===== config.mk =====
export PLATFORM = sky130hd
export DESIGN_NAME = fetch_unit_flat
export DESIGN_NICKNAME = d
export VERILOG_FILES = /design/src/rtl/fetch_pkg.sv /design/src/rtl/fetch_if.sv /design/src/rtl/fetch_fifo.sv /design/src/rtl/fetch_unit.sv /design/src/flat_wrapper.sv
export SDC_FILE = /design/constraint.sdc
export NUM_CORES = 1
export LEC_CHECK = 0
export CAP_MARGIN = 20
export CELL_PAD_IN_SITES_DETAIL_PLACEMENT = 0
export CELL_PAD_IN_SITES_GLOBAL_PLACEMENT = 1
export CORE_ASPECT_RATIO = 2
export CORE_MARGIN = 4
export CORE_UTILIZATION = 42
export CTS_BUF_LIST = sky130_fd_sc_hd__clkbuf_16
export DETAILED_ROUTE_END_ITERATION = 10
export PLACE_DENSITY_LB_ADDON = 0.1
export SLEW_MARGIN = 30
export SYNTH_ARGS = -nofsm -noshare
export SYNTH_HDL_FRONTEND = slang
export SYNTH_SLANG_ARGS = --single-unit

===== constraint.sdc =====
create_clock -name clk -period 2.6 [get_ports clk]
set_clock_uncertainty 0.05 [all_clocks]
set_input_delay 0.78 -clock clk [delete_from_list [all_inputs] [get_ports clk]]
set_output_delay 0.78 -clock clk [all_outputs]
set_load 0.01 [all_outputs]

===== src/rtl/fetch_pkg.sv =====
// rtl/fetch_pkg.sv - default widths, counter width and prefetch entry type for the fetch stage
package fetch_pkg;
  localparam int DEF_ADDR_W   = 6;
  localparam int DEF_DATA_W   = 32;
  localparam int DEF_DEPTH    = 4;
  localparam int DEF_RESET_PC = 0;
  localparam int DEF_CNT_W    = $clog2(DEF_DEPTH) + 1;

  // Entry widths are fixed at the package defaults; fetch_unit must be built with matching widths.
  typedef struct packed {
    logic [DEF_ADDR_W-1:0] pc;
    logic [DEF_DATA_W-1:0] ins;
  } fetch_entry_t;
endpackage


===== src/rtl/fetch_if.sv =====
// rtl/fetch_if.sv - instruction memory request/response and decode handshake bundle
interface fetch_if import fetch_pkg::*; #(
  parameter int ADDR_W = DEF_ADDR_W,
  parameter int DATA_W = DEF_DATA_W
) ();
  logic              imem_req;
  logic [ADDR_W-1:0] imem_addr;
  logic              imem_ready;
  logic              imem_rvalid;
  logic [DATA_W-1:0] imem_rdata;
  logic              ins_valid;
  logic [DATA_W-1:0] ins_data;
  logic [ADDR_W-1:0] ins_pc;
  logic              ins_ready;

  modport master (
    output imem_req, imem_addr, ins_valid, ins_data, ins_pc,
    input  imem_ready, imem_rvalid, imem_rdata, ins_ready
  );

  modport slave (
    input  imem_req, imem_addr, ins_valid, ins_data, ins_pc,
    output imem_ready, imem_rvalid, imem_rdata, ins_ready
  );
endinterface


===== src/rtl/fetch_fifo.sv =====
// rtl/fetch_fifo.sv - prefetch FIFO of {pc, ins} entries; no bypass, flush empties it
module fetch_fifo import fetch_pkg::*; #(
  parameter int DEPTH = DEF_DEPTH,
  localparam int CNT_W = $clog2(DEPTH) + 1
) (
  input  logic             clk,
  input  logic             rst_n,
  input  logic             flush,
  input  logic             push,
  input  fetch_entry_t     push_entry,
  input  logic             pop,
  output fetch_entry_t     head,
  output logic [CNT_W-1:0] count
);
  localparam int PTR_W = $clog2(DEPTH);

  fetch_entry_t     mem [DEPTH];
  logic [PTR_W-1:0] wr_ptr;
  logic [PTR_W-1:0] rd_ptr;
  logic             do_pop;

  assign do_pop = pop && (count != '0);
  assign head   = mem[rd_ptr];

  always_ff @(posedge clk) begin
    if (!rst_n || flush) begin
      wr_ptr <= '0;
      rd_ptr <= '0;
      count  <= '0;
    end else begin
      if (push) wr_ptr <= wr_ptr + PTR_W'(1);
      if (do_pop) rd_ptr <= rd_ptr + PTR_W'(1);
      count <= count + CNT_W'(push) - CNT_W'(do_pop);
    end
  end

  // When full, a push can only land in the slot being popped this same cycle.
  always_ff @(posedge clk) begin
    if (rst_n && !flush && push) mem[wr_ptr] <= push_entry;
  end

  a_no_overflow: assert property (@(posedge clk) disable iff (!rst_n)
    !(push && !flush && !do_pop && count == CNT_W'(DEPTH)));
endmodule


===== src/rtl/fetch_unit.sv =====
// rtl/fetch_unit.sv - program counter, credit-limited instruction fetch and redirect flush
module fetch_unit import fetch_pkg::*; #(
  parameter int ADDR_W   = DEF_ADDR_W,
  parameter int DATA_W   = DEF_DATA_W,
  parameter int DEPTH    = DEF_DEPTH,
  parameter int RESET_PC = DEF_RESET_PC
) (
  input  logic              clk,
  input  logic              rst_n,
  fetch_if.master           bus,
  input  logic              redirect_valid,
  input  logic [ADDR_W-1:0] redirect_target
);
  localparam int CNT_W = $clog2(DEPTH) + 1;

  logic [ADDR_W-1:0] pc;
  logic [CNT_W-1:0]  inflight;
  logic [CNT_W-1:0]  stale;
  logic [CNT_W-1:0]  count;
  logic [CNT_W:0]    committed;
  logic [DATA_W-1:0] rdata;
  logic              accept;
  logic              drop;
  logic              push;
  logic              pop;
  fetch_entry_t      push_entry;
  fetch_entry_t      head;

  // Buffered plus outstanding words never exceed DEPTH, so responses always have a slot.
  assign committed    = {1'b0, count} + {1'b0, inflight};
  assign bus.imem_req  = !redirect_valid && (committed < (CNT_W+1)'(DEPTH));
  assign bus.imem_addr = pc;
  assign accept        = bus.imem_req && bus.imem_ready;

  assign drop  = redirect_valid || (stale != '0);
  assign push  = bus.imem_rvalid && !drop;
  assign pop   = bus.ins_valid && bus.ins_ready && !redirect_valid;
  assign rdata = bus.imem_rdata;

  // With no stale words pending, the oldest outstanding request sits inflight behind pc.
  assign push_entry.pc  = pc - ADDR_W'(inflight);
  assign push_entry.ins = rdata;

  assign bus.ins_valid = (count != '0);
  assign bus.ins_data  = head.ins;
  assign bus.ins_pc    = head.pc;

  always_ff @(posedge clk) begin
    if (!rst_n) begin
      pc       <= ADDR_W'(RESET_PC);
      inflight <= '0;
      stale    <= '0;
    end else begin
      inflight <= inflight + CNT_W'(accept) - CNT_W'(bus.imem_rvalid);
      if (redirect_valid) begin
        pc    <= redirect_target;
        stale <= inflight - CNT_W'(bus.imem_rvalid);
      end else begin
        if (accept) pc <= pc + ADDR_W'(1);
        if (bus.imem_rvalid && stale != '0) stale <= stale - CNT_W'(1);
      end
    end
  end

  fetch_fifo #(.DEPTH(DEPTH)) u_fifo (
    .clk        (clk),
    .rst_n      (rst_n),
    .flush      (redirect_valid),
    .push       (push),
    .push_entry (push_entry),
    .pop        (pop),
    .head       (head),
    .count      (count)
  );

  a_resp_expected: assert property (@(posedge clk) disable iff (!rst_n)
    bus.imem_rvalid |-> (inflight != '0));
endmodule


===== src/flat_wrapper.sv =====
// flat-port wrapper written by rule: the top's interface ports become plain ports
module fetch_unit_flat import fetch_pkg::*;
#(
  parameter int ADDR_W   = DEF_ADDR_W,
  parameter int DATA_W   = DEF_DATA_W,
  parameter int DEPTH    = DEF_DEPTH,
  parameter int RESET_PC = DEF_RESET_PC
)
  (clk, rst_n, redirect_valid, redirect_target, bus_imem_req, bus_imem_addr, bus_ins_valid, bus_ins_data, bus_ins_pc, bus_imem_ready, bus_imem_rvalid, bus_imem_rdata, bus_ins_ready);
  fetch_if #(.ADDR_W(ADDR_W), .DATA_W(DATA_W)) bus_i ();
  input  logic clk;
  input  logic rst_n;
  input  logic redirect_valid;
  input  logic [ADDR_W-1:0] redirect_target;
  output wire logic [$bits(bus_i.imem_req)-1:0] bus_imem_req;
  output wire logic [$bits(bus_i.imem_addr)-1:0] bus_imem_addr;
  output wire logic [$bits(bus_i.ins_valid)-1:0] bus_ins_valid;
  output wire logic [$bits(bus_i.ins_data)-1:0] bus_ins_data;
  output wire logic [$bits(bus_i.ins_pc)-1:0] bus_ins_pc;
  input wire logic [$bits(bus_i.imem_ready)-1:0] bus_imem_ready;
  input wire logic [$bits(bus_i.imem_rvalid)-1:0] bus_imem_rvalid;
  input wire logic [$bits(bus_i.imem_rdata)-1:0] bus_imem_rdata;
  input wire logic [$bits(bus_i.ins_ready)-1:0] bus_ins_ready;
  assign bus_imem_req = bus_i.imem_req;
  assign bus_imem_addr = bus_i.imem_addr;
  assign bus_ins_valid = bus_i.ins_valid;
  assign bus_ins_data = bus_i.ins_data;
  assign bus_ins_pc = bus_i.ins_pc;
  assign bus_i.imem_ready = bus_imem_ready;
  assign bus_i.imem_rvalid = bus_imem_rvalid;
  assign bus_i.imem_rdata = bus_imem_rdata;
  assign bus_i.ins_ready = bus_ins_ready;
  fetch_unit #(.ADDR_W(ADDR_W), .DATA_W(DATA_W), .DEPTH(DEPTH), .RESET_PC(RESET_PC)) u_core (.clk(clk), .rst_n(rst_n), .bus(bus_i), .redirect_valid(redirect_valid), .redirect_target(redirect_target));
endmodule

==> Word-level counts from Yosys, hierarchy flattened <==
Memories as Yosys holds them, arrays and structs flattened. A register that Yosys moved wholly into a read port is not among the register bits.
Index checks and enable logic that the tools add are counted.
{ "totals": {"register_bits": 19, "mem_bits_rw": 152, "inputBits": 44, "output_inout_bits": 46, "elab_cells": 45, "memories": 1} }
{ "classes": {"addsub": 11, "n_lt_le_gt_ge": 1, "n_mux": 8, "n_reduce_logical": 18} }
{ "memory_table": {"columns": ["name", "words", "width", "read_ports", "rd_clocked_by_memory_dff", "write_ports", "line", "text"], "rows": [
  ["u_core.u_fifo.mem", 4, 38, 1, 1, 1, "fetch_fifo.sv:17", "fetch_entry_t mem [DEPTH];"]
]} }
{ "ops": {"columns": ["op", "n"], "rows": [
  ["$mux 6", 2],
  ["$logic_and 1x1->1", 9],
  ["$sub 3x1->3", 3],
  ["$add 3x1->3", 2],
  ["$add 6x1->6 const B", 1],
  ["$mux 3", 2],
  ["$reduce_bool 3->1", 2],
  ["$sub 6x3->6", 1],
  ["$add 2x1->2 const B", 2],
  ["$add 3x3->4", 1],
  ["$lt 4x3->1 const B", 1],
  ["$mux 2", 2],
  ["$reduce_bool 2->1", 2],
  ["$logic_not 1->1", 3],
  ["$sub 3x1->3 const B", 1],
  ["$logic_or 1x1->1", 2],
  ["$mux 1", 2]
]} }

==> Depth between registers and ports, before layout <==
Gate-level depths: netlist of run 1.
{ "depth": {"ltp_word": 7, "depth_mapped": 11, "depth_no_buf": 11} }

==> Modules after synthesis <==
A second synthesis of run 1 with hierarchy kept.
{ "hier_totals": {"cells_unflattened": 348, "area_unflattened_um2": 6900.4} }
{ "by_module_without_submodules": {"columns": ["module", "instances", "cells_per_inst", "area_per_inst_um2", "seq_area_each_um2"], "rows": [
  ["fetch_fifo", 1, 243, 5979.5, 4744.6],
  ["fetch_unit", 1, 105, 920.9, 240.2]
]} }

==> Worst setup path before layout of run 1 <==
No wires, ideal clock.
{ "synth_timing": {"path_kind": "input -> register", "start": "in redirect_valid", "end": "mem u_core.u_fifo.mem[0][0] in the netlist's numbering, enable pin", "arrival_time_ns": 2.142, "t_required_ns": 2.151, "path_slack_ns": 0.009, "stages": 4, "cell_sequence": "inv_1 -> nand2_1 -> nor2_1 -> and2_1"} }
{ "synth_via": {"elab_chain_cells": 6} }
{ "synth_rtl": {"columns": ["item", "line", "text"], "rows": [
  ["start: declaration", "flat_wrapper.sv:13", "input logic redirect_valid;"],
  ["$logic_or 1x1->1", "fetch_unit.sv:35", "assign drop = redirect_valid || (stale != '0);"],
  ["$logic_not 1->1", "fetch_unit.sv:36", "assign push = bus.imem_rvalid && !drop;"],
  ["$logic_and 1x1->1", "fetch_unit.sv:36", null],
  ["$logic_and 1x1->1 *", "fetch_fifo.sv:39", "if (rst_n && !flush && push) mem[wr_ptr] <= push_entry;"],
  ["$mux 1 *", "fetch_fifo.sv:39", null],
  ["$mux 1 (not written as such) *", "fetch_fifo.sv:39", null],
  ["end: declaration", "fetch_fifo.sv:17", null]
]} }
Every way passes the cells marked *; elsewhere a longest branch is shown, timed or not.

==> impl_metrics.env, run 1 <==
export IMPL_max_cap_viol_count=0
export IMPL_synth_distinct_cells=34
export IMPL_dieArea_um2=18500
export IMPL_ys_ff_latch=173
export IMPL_dpl_cell_count=662
export IMPL_startpoint_type="flop"
export IMPL_yosysTopAreaCellShare_pct=66.9
export IMPL_initialDrtViolationCount=125
export IMPL_vias=3515
export IMPL_wl_per_cell_um=19.4
export IMPL_cts_made_buffers=17
export IMPL_root_buffer="clkbuf_16"
export IMPL_post_synth_top_area_cell="edfxtp_1"
export IMPL_fin_nets=559
export IMPL_postRouteAntennaNets=0
export IMPL_dp_hpwl_mm=8.82
export IMPL_fmax_ghz=0.386
export IMPL_postCtsHoldBufs=0
export IMPL_fillers=1269
export IMPL_drt_pass1_iter_count=4
export IMPL_place_congestion=0.724
export IMPL_cts_htree_levels=4
export IMPL_start_util_pct=43.0
export IMPL_syn_nets=416
export IMPL_vias_per_cell=4.96
export IMPL_final_cells=708
export IMPL_power_share_combinational_pct=11.8
export IMPL_hold_viol=0
export IMPL_post_place_ws_ns=-0.614
export IMPL_final_common_cell="edfxtp_1"
export IMPL_critPathCaptureType="primary output"
export IMPL_p_total_w=0.00634
export IMPL_totalWireLength_mm=13.7
export IMPL_netlist_area_um2=6830
export IMPL_cts_sinks=173
export IMPL_crit_fanout=5
export IMPL_synth_warnings=0
export IMPL_clk_pin_slew_ns=0.07
export IMPL_area_growth_pct=31.9
export IMPL_cellPowerDensity_nw_per_um2=704
export IMPL_tightest_slew_ns=0.327
export IMPL_cp_slowest_cell="mux4_2"
export IMPL_irDropWorstVdd_uv=477
export IMPL_antenna_found_initial=0
export IMPL_finalCritPeriodShare_pct=99.7
export IMPL_syn_avg_cell_area_um2=19.4
export IMPL_grt_start_max_net_pins=39
export IMPL_status="finished clean"
export IMPL_final_layout_size_suffix_gt1_share_pct=32.7
export IMPL_drv_slew=0
export IMPL_power_share_sequential_pct=50.5
export IMPL_finalSetupViolCount=0
export IMPL_grt_pass1_wl_mm=21.4
export IMPL_grt_pass1_vias=3941
export IMPL_critPathMaxStageDelay_ns=0.54
export IMPL_whs_ns=0.474
export IMPL_cts_tree="yes"
export IMPL_critical_path_most_common_cell="buf_6"
export IMPL_min_path_type="reg -> reg"
export IMPL_die_h_um=188
export IMPL_core_area_um2=15900
export IMPL_fp_row_count=65
export IMPL_io_buffers=89
export IMPL_layout_setup_ws_ns=0.00818
export IMPL_overflow=0
export IMPL_crit_arrival_ns=1.76
export IMPL_synthTopCellsByArea="edfxtp_1 (67%), mux4_2 (13%), dfxtp_1 (6.2%)"
export IMPL_die_w_um=98.2
export IMPL_drc=0
export IMPL_required_ns=1.77
export IMPL_clockBufferDepth=2
export IMPL_final_cell_mix="edfxtp_1 (152), clkdlybuf4s50_1 (48), mux4_2 (38)"
export IMPL_rsz0062_at_grt="yes"
export IMPL_swShare_pct=21.7
export IMPL_clkPwrFrac_pct=37.7
export IMPL_clk_latency_ns=0.42
export IMPL_internal_power_w=0.00496
export IMPL_crit_type="reg -> out"
export IMPL_crit_path_cell_trace="buf_6 -> buf_12 -> mux4_2 -> buf_6"
export IMPL_syn_inst=351
export IMPL_io_pins=90
export IMPL_netSwitchingPower_w=0.00137
export IMPL_grt_use_total_pct=15.6
export IMPL_slew_headroom_pct=78.0
export IMPL_leakagePower_nw=3.18
export IMPL_fin_crit_ns=2.59
export IMPL_num_antenna_cells=0
export IMPL_ys_seq_area_share_pct=73.0
## repair_timing
action                                  CTS  global route
cloned                                    4             0
pin swaps                                 2             5
gates resized for setup                 181            21
endpoints found under the setup margin   41            31
buffers inserted                         10             4
## state kept, by name, indices dropped and copies added, names as in the netlist, named ones only
register and count:
u_core.u_fifo.mem 152, u_core.u_fifo.count 3, u_core.u_fifo.rd_ptr 2, u_core.stale 3
u_core.bus.imem_addr 6, u_core.u_fifo.wr_ptr 2, u_core.inflight 3
## synthesized netlist by cell type
library cell,instances
o211a_1,2
buf_1,1
mux4_2,38
inv_1,20
or4b_4,1
ha_1,18
o311a_1,1
or4_2,1
nor2b_1,3
a31oi_1,1
nor3_1,3
o21ai_0,6
and3_1,3
nand3_1,5
clkbuf_1,6
buf_2,5
and2_1,6
xor2_1,2
nor3_4,1
nor4b_1,1
fa_1,3
a311o_1,1
and4_1,2
a21boi_0,1
dfxtp_1,21
nand3b_1,1
nand2b_1,4
nor2_1,10
xnor2_1,16
nand2_1,7
mux2i_1,2
edfxtp_1,152
a21oi_1,6
or3_1,1
## final timing paths
| check | depth (start not counted) | start | to | slack, ns |
|---|---|---|---|---|
| worst max-delay path | 4 | flop | bus_ins_data[5] | 0.008 |
| worst min register to register | 2 | u_core.u_fifo.rd_ptr[1]$_SDFFE_PP0P_ | flop | 0.47 |
| worst min-delay path | 2 | u_core.u_fifo.rd_ptr[1]$_SDFFE_PP0P_ | flop | 0.47 |
| worst max register to register | 10 | u_core.u_fifo.count[1]$_SDFF_PP0_ | u_core.u_fifo.count[2]$_SDFF_PP0_ | 0.11 |
## worst max-delay path, delay by kind of cell, from the launching register on
kind                   cells  cell delay [ns]
multiplexers               1             0.54
buffers and inverters      3             0.42
flip-flops                 1             0.39
## logic make-up (layout without fill, tap and decap cells)
| kind of cell | after synthesis | count (layout) | share of synthesized area [%] |
|---|---|---|---|
| buffers and inverters | 32 | 188 | 1.85 |
| adders and majority gates | 21 | 21 | 4.18 |
| xor gates and xnor gates | 18 | 18 | 2.31 |
| AOI/OAI and AO/OA | 18 | 18 | 1.67 |
| muxes | 40 | 40 | 12.8 |
| DFF | 173 | 173 | 73.0 |
| and+or+nand+nor | 49 | 49 | 4.14 |
## cell type report
cell class	count	area, µm²	area share, %
sequential	173	5000	55.5
timing repair buffer	136	1350	15.0
clock buffer	21	526	5.84
tap	201	251	2.79
inverter	20	75.1	0.834
multi-input combinational	146	1750	19.5
clock inverter	11	50.0	0.556
## stage by stage
step / TNS, ns / area [µm²] / util [%]
global placement: -7.45 / 8260 / 52.1
floorplan: 0 / 6830 / -
global route: -0.389 / 9000 / 56.8
detailed placement: -9.03 / 8260 / 52.1
CTS: -0.760 / 8960 / 56.5
finish: 0 / 9000 / 56.8
## routing by layer
layer	vias to the layer above	wire length, µm	GRT usage [%]
met5	-	0	0
met4	0	153	4.42
met3	13	609	4.82
met2	68	8090	29.9
met1	1778	4850	16.1
li1	1656	-	-
## power by group through the flow
| stage | registers, W | clock network [W] | logic (W) |
|---|---|---|---|
| final | 0.00320 | 0.00239 | 0.000745 |
| after global routing | 0.00321 | 0.00257 | 0.000837 |
| after CTS | 0.00320 | 0.00245 | 0.000747 |
| after detailed placement | 0.00326 | 0 | 0.000751 |
| after global placement | 0.00325 | 0 | 0.000728 |
| after floorplan | 0.00326 | 0 | 0.000394 |
(Power assumes the default switching activity.)
==> inputs of run 2 (changes only) <==
REMOVE_ABC_BUFFERS = 1   (was default)
==> impl_metrics.env, run 2 (synthesis gave the netlist of run 1 again) <==
export IMPL_fmax_ghz=0.383
export IMPL_violations="setup timing"
export IMPL_grt_pass1_wl_mm=21.7
export IMPL_vias=3541
export IMPL_drt_pass1_iter_count=4
export IMPL_die_w_um=98.2
export IMPL_dp_hpwl_mm=9.13
export IMPL_irDropWorstVdd_uv=521
export IMPL_drc=0
export IMPL_cts_htree_levels=4
export IMPL_netSwitchingPower_w=0.00140
export IMPL_antenna_found_initial=0
export IMPL_r2r_start="u_core.u_fifo.count[1]$_SDFF_PP0_"
export IMPL_io_pins=90
export IMPL_swShare_pct=21.8
export IMPL_dpl_cell_count=659
export IMPL_crit_path_cell_trace="buf_12 -> buf_8 -> buf_6 -> mux4_2 -> buf_6"
export IMPL_initialDrtViolationCount=147
export IMPL_vias_per_cell=5.06
export IMPL_worst_path_buf_inv=4
export IMPL_hold_start="u_core.u_fifo.rd_ptr[1]$_SDFFE_PP0P_"
export IMPL_crit_fanout=4
export IMPL_overflow=0
export IMPL_final_common_cell="edfxtp_1"
export IMPL_critical_path_most_common_cell="buf_6"
export IMPL_r2r_cells=10
export IMPL_finalCritPeriodShare_pct=100
export IMPL_cp_slowest_cell="mux4_2"
export IMPL_cellPowerDensity_nw_per_um2=720
export IMPL_hold_depth=2
export IMPL_leakagePower_nw=3.11
export IMPL_grt_use_total_pct=15.6
export IMPL_start_util_pct=43.0
export IMPL_grt_pass1_vias=3921
export IMPL_cts_tree="yes"
export IMPL_largest_register_ffs=152
export IMPL_internal_power_w=0.00504
export IMPL_crit_arrival_ns=1.78
export IMPL_min_path_type="reg -> reg"
export IMPL_layout_setup_ws_ns=-0.00899
export IMPL_power_share_combinational_pct=11.3
export IMPL_slew_headroom_pct=78.6
export IMPL_crit_type="reg -> out"
export IMPL_core_area_um2=15900
export IMPL_worst_r2r_endpoint="u_core.u_fifo.count[2]$_SDFF_PP0_"
export IMPL_required_ns=1.77
export IMPL_wl_per_cell_um=19.5
export IMPL_cts_sinks=173
export IMPL_grt_start_max_net_pins=39
export IMPL_final_cell_mix="edfxtp_1 (152), clkdlybuf4s50_1 (48), mux4_2 (38)"
export IMPL_power_share_sequential_pct=49.7
export IMPL_status="finished, violations left"
export IMPL_max_cap_viol_count=0
export IMPL_place_congestion=0.772
export IMPL_die_h_um=188
export IMPL_critPathMaxStageDelay_ns=0.51
export IMPL_root_buffer="clkbuf_16"
export IMPL_clkPwrFrac_pct=39.0
export IMPL_clk_pin_slew_ns=0.07
export IMPL_postRouteAntennaNets=0
export IMPL_whs_ns=0.474
export IMPL_fillers=1280
export IMPL_final_layout_size_suffix_gt1_share_pct=33.5
export IMPL_cts_made_buffers=17
export IMPL_fin_crit_ns=2.61
export IMPL_p_total_w=0.00644
export IMPL_fin_nets=551
export IMPL_critPathCaptureType="primary output"
export IMPL_area_growth_pct=31.1
export IMPL_regMostFlops="u_core.u_fifo.mem"
export IMPL_dpl_cell_area_um2=8240
export IMPL_crit_family="multiplexers"
export IMPL_postCtsHoldBufs=0
export IMPL_finalSetupViolCount=3
export IMPL_postLayoutCellArea_um2=8950
export IMPL_fp_row_count=65
export IMPL_clockBufferDepth=2
export IMPL_clk_latency_ns=0.42
export IMPL_rsz0062_at_grt="yes"
export IMPL_totalWireLength_mm=13.6
export IMPL_tightest_slew_ns=0.321
export IMPL_startpoint_type="flop"
export IMPL_num_antenna_cells=0
export IMPL_rrSetupSlack_ns=0.14
export IMPL_io_buffers=89
export IMPL_final_cells=700
export IMPL_hold_viol=0
export IMPL_drv_slew=0
export IMPL_dieArea_um2=18500
==> run 2: how the worst max path moves through the flow <==
stage,from,end,slack (ns),depth (start not counted)
final,flop,bus_ins_data[22],-0.009,5
after detailed placement,redirect_valid,bus_imem_req,-0.68,4
after global routing,flop,bus_ins_data[1],-0.07,4
after global placement,redirect_valid,bus_imem_req,-0.68,4
after floorplan,flop,bus_ins_data[0],-0.60,1
after CTS,flop,bus_ins_data[18],-0.11,4
==> run 2: cell type report <==
cell class | count | area, µm² | area share, %
inverter | 20 | 75.1 | 0.839
multi-input combinational | 146 | 1770 | 19.8
clock buffer | 17 | 425 | 4.75
timing repair buffer | 128 | 1260 | 14.1
tap | 201 | 251 | 2.81
clock inverter | 15 | 170 | 1.90
sequential | 173 | 5000 | 55.8
==> run 2: what timing repair did <==
item / in CTS / in global routing
pin swaps: 3 / 1
cloned: 1 / 1
buffers inserted: 6 / 2
setup endpoints to repair: 41 / 23
gates resized for setup: 175 / 20
==> run 2: tightest hold or removal path, cell delays in order, from the launching register on <==
cell and delay (ns):
dfxtp_1 0.34, xnor2_1 0.11, nor2_1 0.04
==> run 2: power by group through the flow <==
stage / clock [W] / combinational [W] / sequential (W)
6_report: 0.00251 / 0.000725 / 0.00320
5_1_grt: 0.00272 / 0.000812 / 0.00321
4_1_cts: 0.00259 / 0.000725 / 0.00320
3_5_place_dp: 0 / 0.000732 / 0.00326
3_3_place_gp: 0 / 0.000709 / 0.00325
2_1_floorplan: 0 / 0.000385 / 0.00326
==> run 2: through the flow <==
| step | TNS (ns) | setup WS, ns | utilization, % |
|---|---|---|---|
| after floorplan | -46.60 | -0.603 | - |
| after global placement | -17.71 | -0.678 | 51.9 |
| after detailed placement | -21.16 | -0.679 | 51.9 |
| after CTS | -0.296 | -0.108 | 55.7 |
| after global routing | -0.991 | -0.0742 | 56.4 |
| final | -0.0138 | -0.00899 | 56.4 |
==> run 2: metal layers <==
metal	part of all wire, %	track usage, %
met2	59	29.5
met4	1.7	6.05
met5	0	0
met1	35	16.2
met3	4.2	4.00
